### src/rtl/pipelined_add_sub_pkg.sv
// Shared definitions for the pipelined add/sub unit: operation encodings and
// the default increment/decrement step.
package pipelined_add_sub_pkg;

   localparam logic [1:0] OP_ADD = 2'b00;
   localparam logic [1:0] OP_SUB = 2'b01;
   localparam logic [1:0] OP_INC = 2'b10;
   localparam logic [1:0] OP_DEC = 2'b11;

   localparam int DEFAULT_STEP = 4;

   // Subtract-style ops add the inverted operand plus one.
   function automatic logic op_inverts(input logic [1:0] op);
      return (op == OP_SUB) || (op == OP_DEC);
   endfunction

endpackage

### src/rtl/pipelined_add_sub_cla_chunk.sv
// CHUNK-bit carry-lookahead adder slice; also exposes the carry into its MSB
// so the final stage can derive signed overflow.
module cla_chunk #(
   parameter int CHUNK = 8
) (
   input  logic [CHUNK-1:0] a,
   input  logic [CHUNK-1:0] b,
   input  logic             cin,
   output logic [CHUNK-1:0] sum,
   output logic             cout,
   output logic             c_msb
);

   logic [CHUNK-1:0] gen;
   logic [CHUNK-1:0] prop;
   logic [CHUNK:0]   carry;
   logic             acc;
   logic             pchain;

   assign gen  = a & b;
   assign prop = a ^ b;

   // Each carry is the flat OR of generate terms gated by the propagate run above them.
   always_comb begin
      carry    = '0;
      carry[0] = cin;
      acc      = 1'b0;
      pchain   = 1'b1;
      for (int i = 0; i < CHUNK; i++) begin
         acc    = 1'b0;
         pchain = 1'b1;
         for (int j = i; j >= 0; j--) begin
            acc    = acc | (pchain & gen[j]);
            pchain = pchain & prop[j];
         end
         carry[i+1] = acc | (pchain & cin);
      end
   end

   assign sum   = prop ^ carry[CHUNK-1:0];
   assign cout  = carry[CHUNK];
   assign c_msb = carry[CHUNK-1];

endmodule

### src/rtl/pipelined_add_sub.sv
// Skewed-pipeline add/sub/inc/dec: one CHUNK-bit slice resolved per stage,
// operands and partial sums travel with each transaction.
module pipelined_add_sub
   import pipelined_add_sub_pkg::*;
#(
   parameter int WIDTH = 32,
   parameter int CHUNK = 8,
   parameter int STEP  = DEFAULT_STEP
) (
   input  logic             clk,
   input  logic             rst_n,
   input  logic             in_valid,
   output logic             in_ready,
   input  logic [WIDTH-1:0] a,
   input  logic [WIDTH-1:0] b,
   input  logic [1:0]       op,
   output logic             out_valid,
   input  logic             out_ready,
   output logic [WIDTH-1:0] result,
   output logic             cout,
   output logic             ovf,
   output logic             zero
);

   localparam int NSTAGES = WIDTH / CHUNK;
   localparam logic [WIDTH-1:0] STEP_EXT = WIDTH'(STEP);

   if (WIDTH % CHUNK != 0) begin : g_bad_chunk
      $error("pipelined_add_sub: WIDTH must be a multiple of CHUNK");
   end

   logic             adv;
   logic [WIDTH-1:0] b_eff;
   logic             cin0;

   always_comb begin
      b_eff = b;
      case (op)
         OP_SUB:  b_eff = ~b;
         OP_INC:  b_eff = STEP_EXT;
         OP_DEC:  b_eff = ~STEP_EXT;
         default: b_eff = b;
      endcase
   end

   assign cin0     = op_inverts(op);
   assign adv      = ~out_valid | out_ready;
   assign in_ready = adv;

   logic             v_in    [NSTAGES];
   logic [WIDTH-1:0] a_in    [NSTAGES];
   logic [WIDTH-1:0] b_in    [NSTAGES];
   logic [WIDTH-1:0] sum_in  [NSTAGES];
   logic [WIDTH-1:0] sum_nxt [NSTAGES];
   logic             c_in    [NSTAGES];
   logic             c_out   [NSTAGES];
   logic             c_msb   [NSTAGES];

   logic             q_valid [NSTAGES];
   logic [WIDTH-1:0] q_a     [NSTAGES];
   logic [WIDTH-1:0] q_b     [NSTAGES];
   logic [WIDTH-1:0] q_sum   [NSTAGES];
   logic             q_c     [NSTAGES];
   logic             ovf_q;
   logic             zero_q;

   for (genvar k = 0; k < NSTAGES; k++) begin : g_stage
      logic [CHUNK-1:0] chunk_sum;

      if (k == 0) begin : g_head
         assign v_in[k]   = in_valid;
         assign a_in[k]   = a;
         assign b_in[k]   = b_eff;
         assign sum_in[k] = '0;
         assign c_in[k]   = cin0;
      end else begin : g_body
         assign v_in[k]   = q_valid[k-1];
         assign a_in[k]   = q_a[k-1];
         assign b_in[k]   = q_b[k-1];
         assign sum_in[k] = q_sum[k-1];
         assign c_in[k]   = q_c[k-1];
      end

      cla_chunk #(.CHUNK(CHUNK)) u_cla (
         .a     (a_in[k][CHUNK*k +: CHUNK]),
         .b     (b_in[k][CHUNK*k +: CHUNK]),
         .cin   (c_in[k]),
         .sum   (chunk_sum),
         .cout  (c_out[k]),
         .c_msb (c_msb[k])
      );

      // Unfilled upper slices of a partial sum are always zero, so OR-in is enough.
      assign sum_nxt[k] = sum_in[k] | (WIDTH'(chunk_sum) << (CHUNK*k));
   end

   always_ff @(posedge clk) begin
      if (!rst_n) begin
         for (int k = 0; k < NSTAGES; k++) begin
            q_valid[k] <= 1'b0;
         end
         q_sum[NSTAGES-1] <= '0;
         q_c[NSTAGES-1]   <= 1'b0;
         ovf_q            <= 1'b0;
         zero_q           <= 1'b0;
      end else if (adv) begin
         for (int k = 0; k < NSTAGES; k++) begin
            q_valid[k] <= v_in[k];
            q_a[k]     <= a_in[k];
            q_b[k]     <= b_in[k];
            q_sum[k]   <= sum_nxt[k];
            q_c[k]     <= c_out[k];
         end
         ovf_q  <= c_out[NSTAGES-1] ^ c_msb[NSTAGES-1];
         zero_q <= (sum_nxt[NSTAGES-1] == '0);
      end
   end

   assign out_valid = q_valid[NSTAGES-1];
   assign result    = q_sum[NSTAGES-1];
   assign cout      = q_c[NSTAGES-1];
   assign ovf       = ovf_q;
   assign zero      = zero_q;

endmodule

### config.mk
export PLATFORM = sky130hd
export DESIGN_NAME = pipelined_add_sub
export DESIGN_NICKNAME = d
export VERILOG_FILES = /design/src/rtl/pipelined_add_sub_pkg.sv /design/src/rtl/pipelined_add_sub_cla_chunk.sv /design/src/rtl/pipelined_add_sub.sv
export SDC_FILE = /design/constraint.sdc
export NUM_CORES = 1
export LEC_CHECK = 0
export CAP_MARGIN = 20
export CORE_MARGIN = 3
export CORE_UTILIZATION = 30
export CTS_CLUSTER_SIZE = 16
export DETAILED_ROUTE_END_ITERATION = 10
export GPL_TIMING_DRIVEN = 0
export HOLD_SLACK_MARGIN = 0.15
export PLACE_DENSITY_LB_ADDON = 0.25
export SYNTH_ARGS = -nofsm -noshare
export SYNTH_HDL_FRONTEND = slang
export SYNTH_SLANG_ARGS = --single-unit
export TNS_END_PERCENT = 5
### constraint.sdc
create_clock -name clk -period 11.09 [get_ports clk]
set_input_delay 2.218 -clock clk [delete_from_list [all_inputs] [get_ports clk]]
set_output_delay 2.218 -clock clk [all_outputs]
set_load 0.03 [all_outputs]
==> implementation parameters <==
Parameter                              Value

STA
  Maximum clock frequency    158 MHz
  Setup repair after global routing missed its margin    no
  Max transition margin    40.0%
  Final hold violation count    0
  Worst path setup slack after routing    about 4.8 ns
  Largest clock skew in the final design    0.00737 ns
  Least-Margin Pin Slew    0.900 ns
  Setup TNS after final layout    0 ns
  Minimum clock period    6.31 ns
  Period utilisation layout    a little under three fifths
  Final slew viol count    0
  Count of endpoints failing setup in the final report    0

Finish
  Number of diodes    0
  Leading cell type in the layout, fill and taps excluded    sky130_fd_sc_hd__edfxtp_1
  Post-layout nets    709
  Area added between synthesis and finish    27.9%
  Share of layout cells above drive strength 1    under 10%
  Top library cells by usage in the layout, fill and taps aside    sky130_fd_sc_hd__edfxtp_1, sky130_fd_sc_hd__clkdlybuf4s50_1, sky130_fd_sc_hd__xnor2_1

Clock tree
  Latest clock arrival within the worst-skew pair    a little over 0.4 ns
  Number of sinks driven by the clock tree    ~190
  Hold Buf Count CTS    0
  CTS HTree Levels    4
  Clock tree from TritonCTS    done
  Clock root buffer    sky130_fd_sc_hd__clkbuf_16
  Inserted Clock Buffers    17
  Count of buffers added by post-CTS timing repair for setup    0
  CTS clk-pin slew, worst paths    0.06 ns
  Maximum number of buffers from clock root to sink    2
  Resized cells post-CTS    0

Route
  Routed wire length per instance    approximately 14 um
  Via count of the routed design    3970
  Detailed-route wire length    13200 um
  Detailed-routing iteration count for the pre-antenna-repair pass    4
  Drt initial violations    ~220
  DRC violation count after routing    0
  Remaining antenna violation count after routing    0
  Vias per cell    approximately 4.2

Die
  Total core area    24700 um^2
  Die outline area    27500 um^2
  FP Rows    between 50 and 60
  Die boundary width    166 um
  Die Span Y    166 um
  Initial core utilization    a little under a third
  I/O pin count    107

GRT
  Grt ovf    0
  Number of global-route vias before repair    4093
  Initial antenna violation count    0
  Pin count of the biggest net entering global routing    89
  Overall Global Routing Usage    approximately 10%
  Global-route wire length before repair    21000 um

Worst setup path
  WP data required    between 8 and 9 ns
  Worst reg2reg setup slack    8.41 ns
  Capture instance of the worst register-to-register path    zero$_SDFFE_PN0N_
  Arrival time worst endpoint    4.10 ns
  Worst setup SP type    input pin
  Number of cells traversed by the worst register-to-register path    9
  CP max FO    10
  Launch point of the critical path    out_ready
  Worst reg2reg startpoint    q_valid[3]$_DFFE_PP_
  Critical Path Sink    in_ready
  Crit path kind    in2out
  Category of the worst setup path capture point    output pin

Run
  Max-capacitance violation count    0

Power and ir drop
  Power density over cell area    175 nW/um^2
  Static Leak    approximately 3.5 nW
  VDD IR-drop max    90.6 uV

Yosys
  FF+latch count, synth    between 150 and 200
  Compound-Gate Fraction of Synth Area    between 4 and 5%
  Average size of a mapped cell    16.1 um^2
  Cells after Synth    475
  Largest family of logic cells by synthesized area    simple AND/OR/NAND/NOR gates
  Synthesized netlist net count    a little under 600
  Most area-hungry cell type in the Yosys netlist    sky130_fd_sc_hd__edfxtp_1
  Fraction of the mapped netlist area in adder cells    6.44%
  Portion of the post-synthesis area used by sequential elements    72.4%
  Count of distinct cell types in the synthesized netlist    42
  Mux contribution to synthesized area    0%
  Post-Synthesis Cell Area    7650 um^2
  Most area-consuming cells after synthesis    sky130_fd_sc_hd__edfxtp_1, sky130_fd_sc_hd__ha_1, sky130_fd_sc_hd__xnor2_1
  Number of synthesis warnings    0
  Xor/xnor share of the synthesized area    6.18%
  Post-Synth Simple-Gate Area    8.85%
  Fraction of synthesized cell area taken by the top area cell type    around 71%

Placement
  Number of port buffers    106
  Setup slack after placement    between 4 and 5 ns
  HPWL after detailed placement    9840 um
  Gp weighted congestion    0.686

Run status
  Status    complete, no violations

Min path
  Type of the most critical hold path    reg2reg
[layer usage]
metal	vias up	global-route usage, %	wire length (um)
li1	2008	-	-
met3	13	2.88	528
met5	-	0	0
met1	1865	13.0	6290
met4	0	3.07	176
met2	84	15.4	6210
[worst max-delay path, cell delays in order]
cell and delay [ns]:
sky130_fd_sc_hd__clkdlybuf4s50_1 0.40, sky130_fd_sc_hd__nor2b_1 0.40, sky130_fd_sc_hd__inv_1 0.16, sky130_fd_sc_hd__clkbuf_1 0.26
sky130_fd_sc_hd__clkdlybuf4s50_1 0.66
[registers in the layout, indices dropped and copies added, names as in the netlist]
name / count
q_sum: 80
q_a: 48
q_b: 48
q_c: 4
q_valid: 4
ovf: 1
zero: 1
[per-stage QoR]
step | hold slack [ns] | util [%] | cell area [um^2] | std cells | total power [W]
after floorplan | 0.400 | - | 7650 | 475 | 0.00102
after global placement | 0.404 | 36.9 | 9120 | 905 | 0.00111
after detailed placement | 0.406 | 37.2 | 9180 | 907 | 0.00111
after CTS | 0.420 | 39.7 | 9790 | 939 | 0.00173
after global routing | 0.424 | 39.7 | 9790 | 939 | 0.00178
final | 0.417 | 39.7 | 9790 | 939 | 0.00171
[cells by family after synthesis]
kind of cell	count (synthesis)
buf+inv	29
compound gates	51
flops	186
fa+ha+maj	37
xor+xnor	54
simple gates	118
[power by group]
part           switching [W]  internal [W]
Clock               0.000241      0.000375
Sequential         0.0000245      0.000854
Combinational       0.000112      0.000102
[how the worst min path moves through the flow]
stage / startpoint / to / depth (start not counted)
2_1_floorplan: q_a[0][16]$_DFFE_PP_ / q_a[1][16]$_DFFE_PP_ / 0
3_3_place_gp: q_a[0][29]$_DFFE_PP_ / q_a[1][29]$_DFFE_PP_ / 0
3_5_place_dp: q_b[1][25]$_DFFE_PP_ / q_b[2][25]$_DFFE_PP_ / 0
4_1_cts: q_b[0][17]$_DFFE_PP_ / q_b[1][17]$_DFFE_PP_ / 0
5_1_grt: q_a[0][23]$_DFFE_PP_ / q_a[1][23]$_DFFE_PP_ / 0
6_report: q_b[0][17]$_DFFE_PP_ / q_b[1][17]$_DFFE_PP_ / 0
[layout make-up]
type	count	area, um^2
Sequential cell	186	5540
Multi-Input combinational cell	260	2010
Fill cell	2328	14900
Clock inverter	13	176
Clock buffer	19	433
Buffer	12	45.0
Timing Repair Buffer	108	1120
Inverter	17	68.8
Tap cell	324	405
[cell usage after synthesis, drive strengths merged]
cell and count:
a2111oi 1, a211oi 4, a21boi 3, a21o 8
a21oi 18, a22o 1, a41oi 2, and2 2
and3 28, and4 1, clkbuf 12, clkinv 1
dfxtp 5, edfxtp 181, fa 4, ha 33
inv 16, nand2 14, nand2b 3, nand3 1
nand3b 1, nand4 2, nor2 14, nor2b 34
nor3 5, nor3b 1, nor4 7, nor4b 1
o2111ai 1, o21a 4, o21ai 8, o41a 1
or2 1, or3 2, or4 1, xnor2 45
xor2 9
Note: power is estimated with default switching activity, not from simulation.
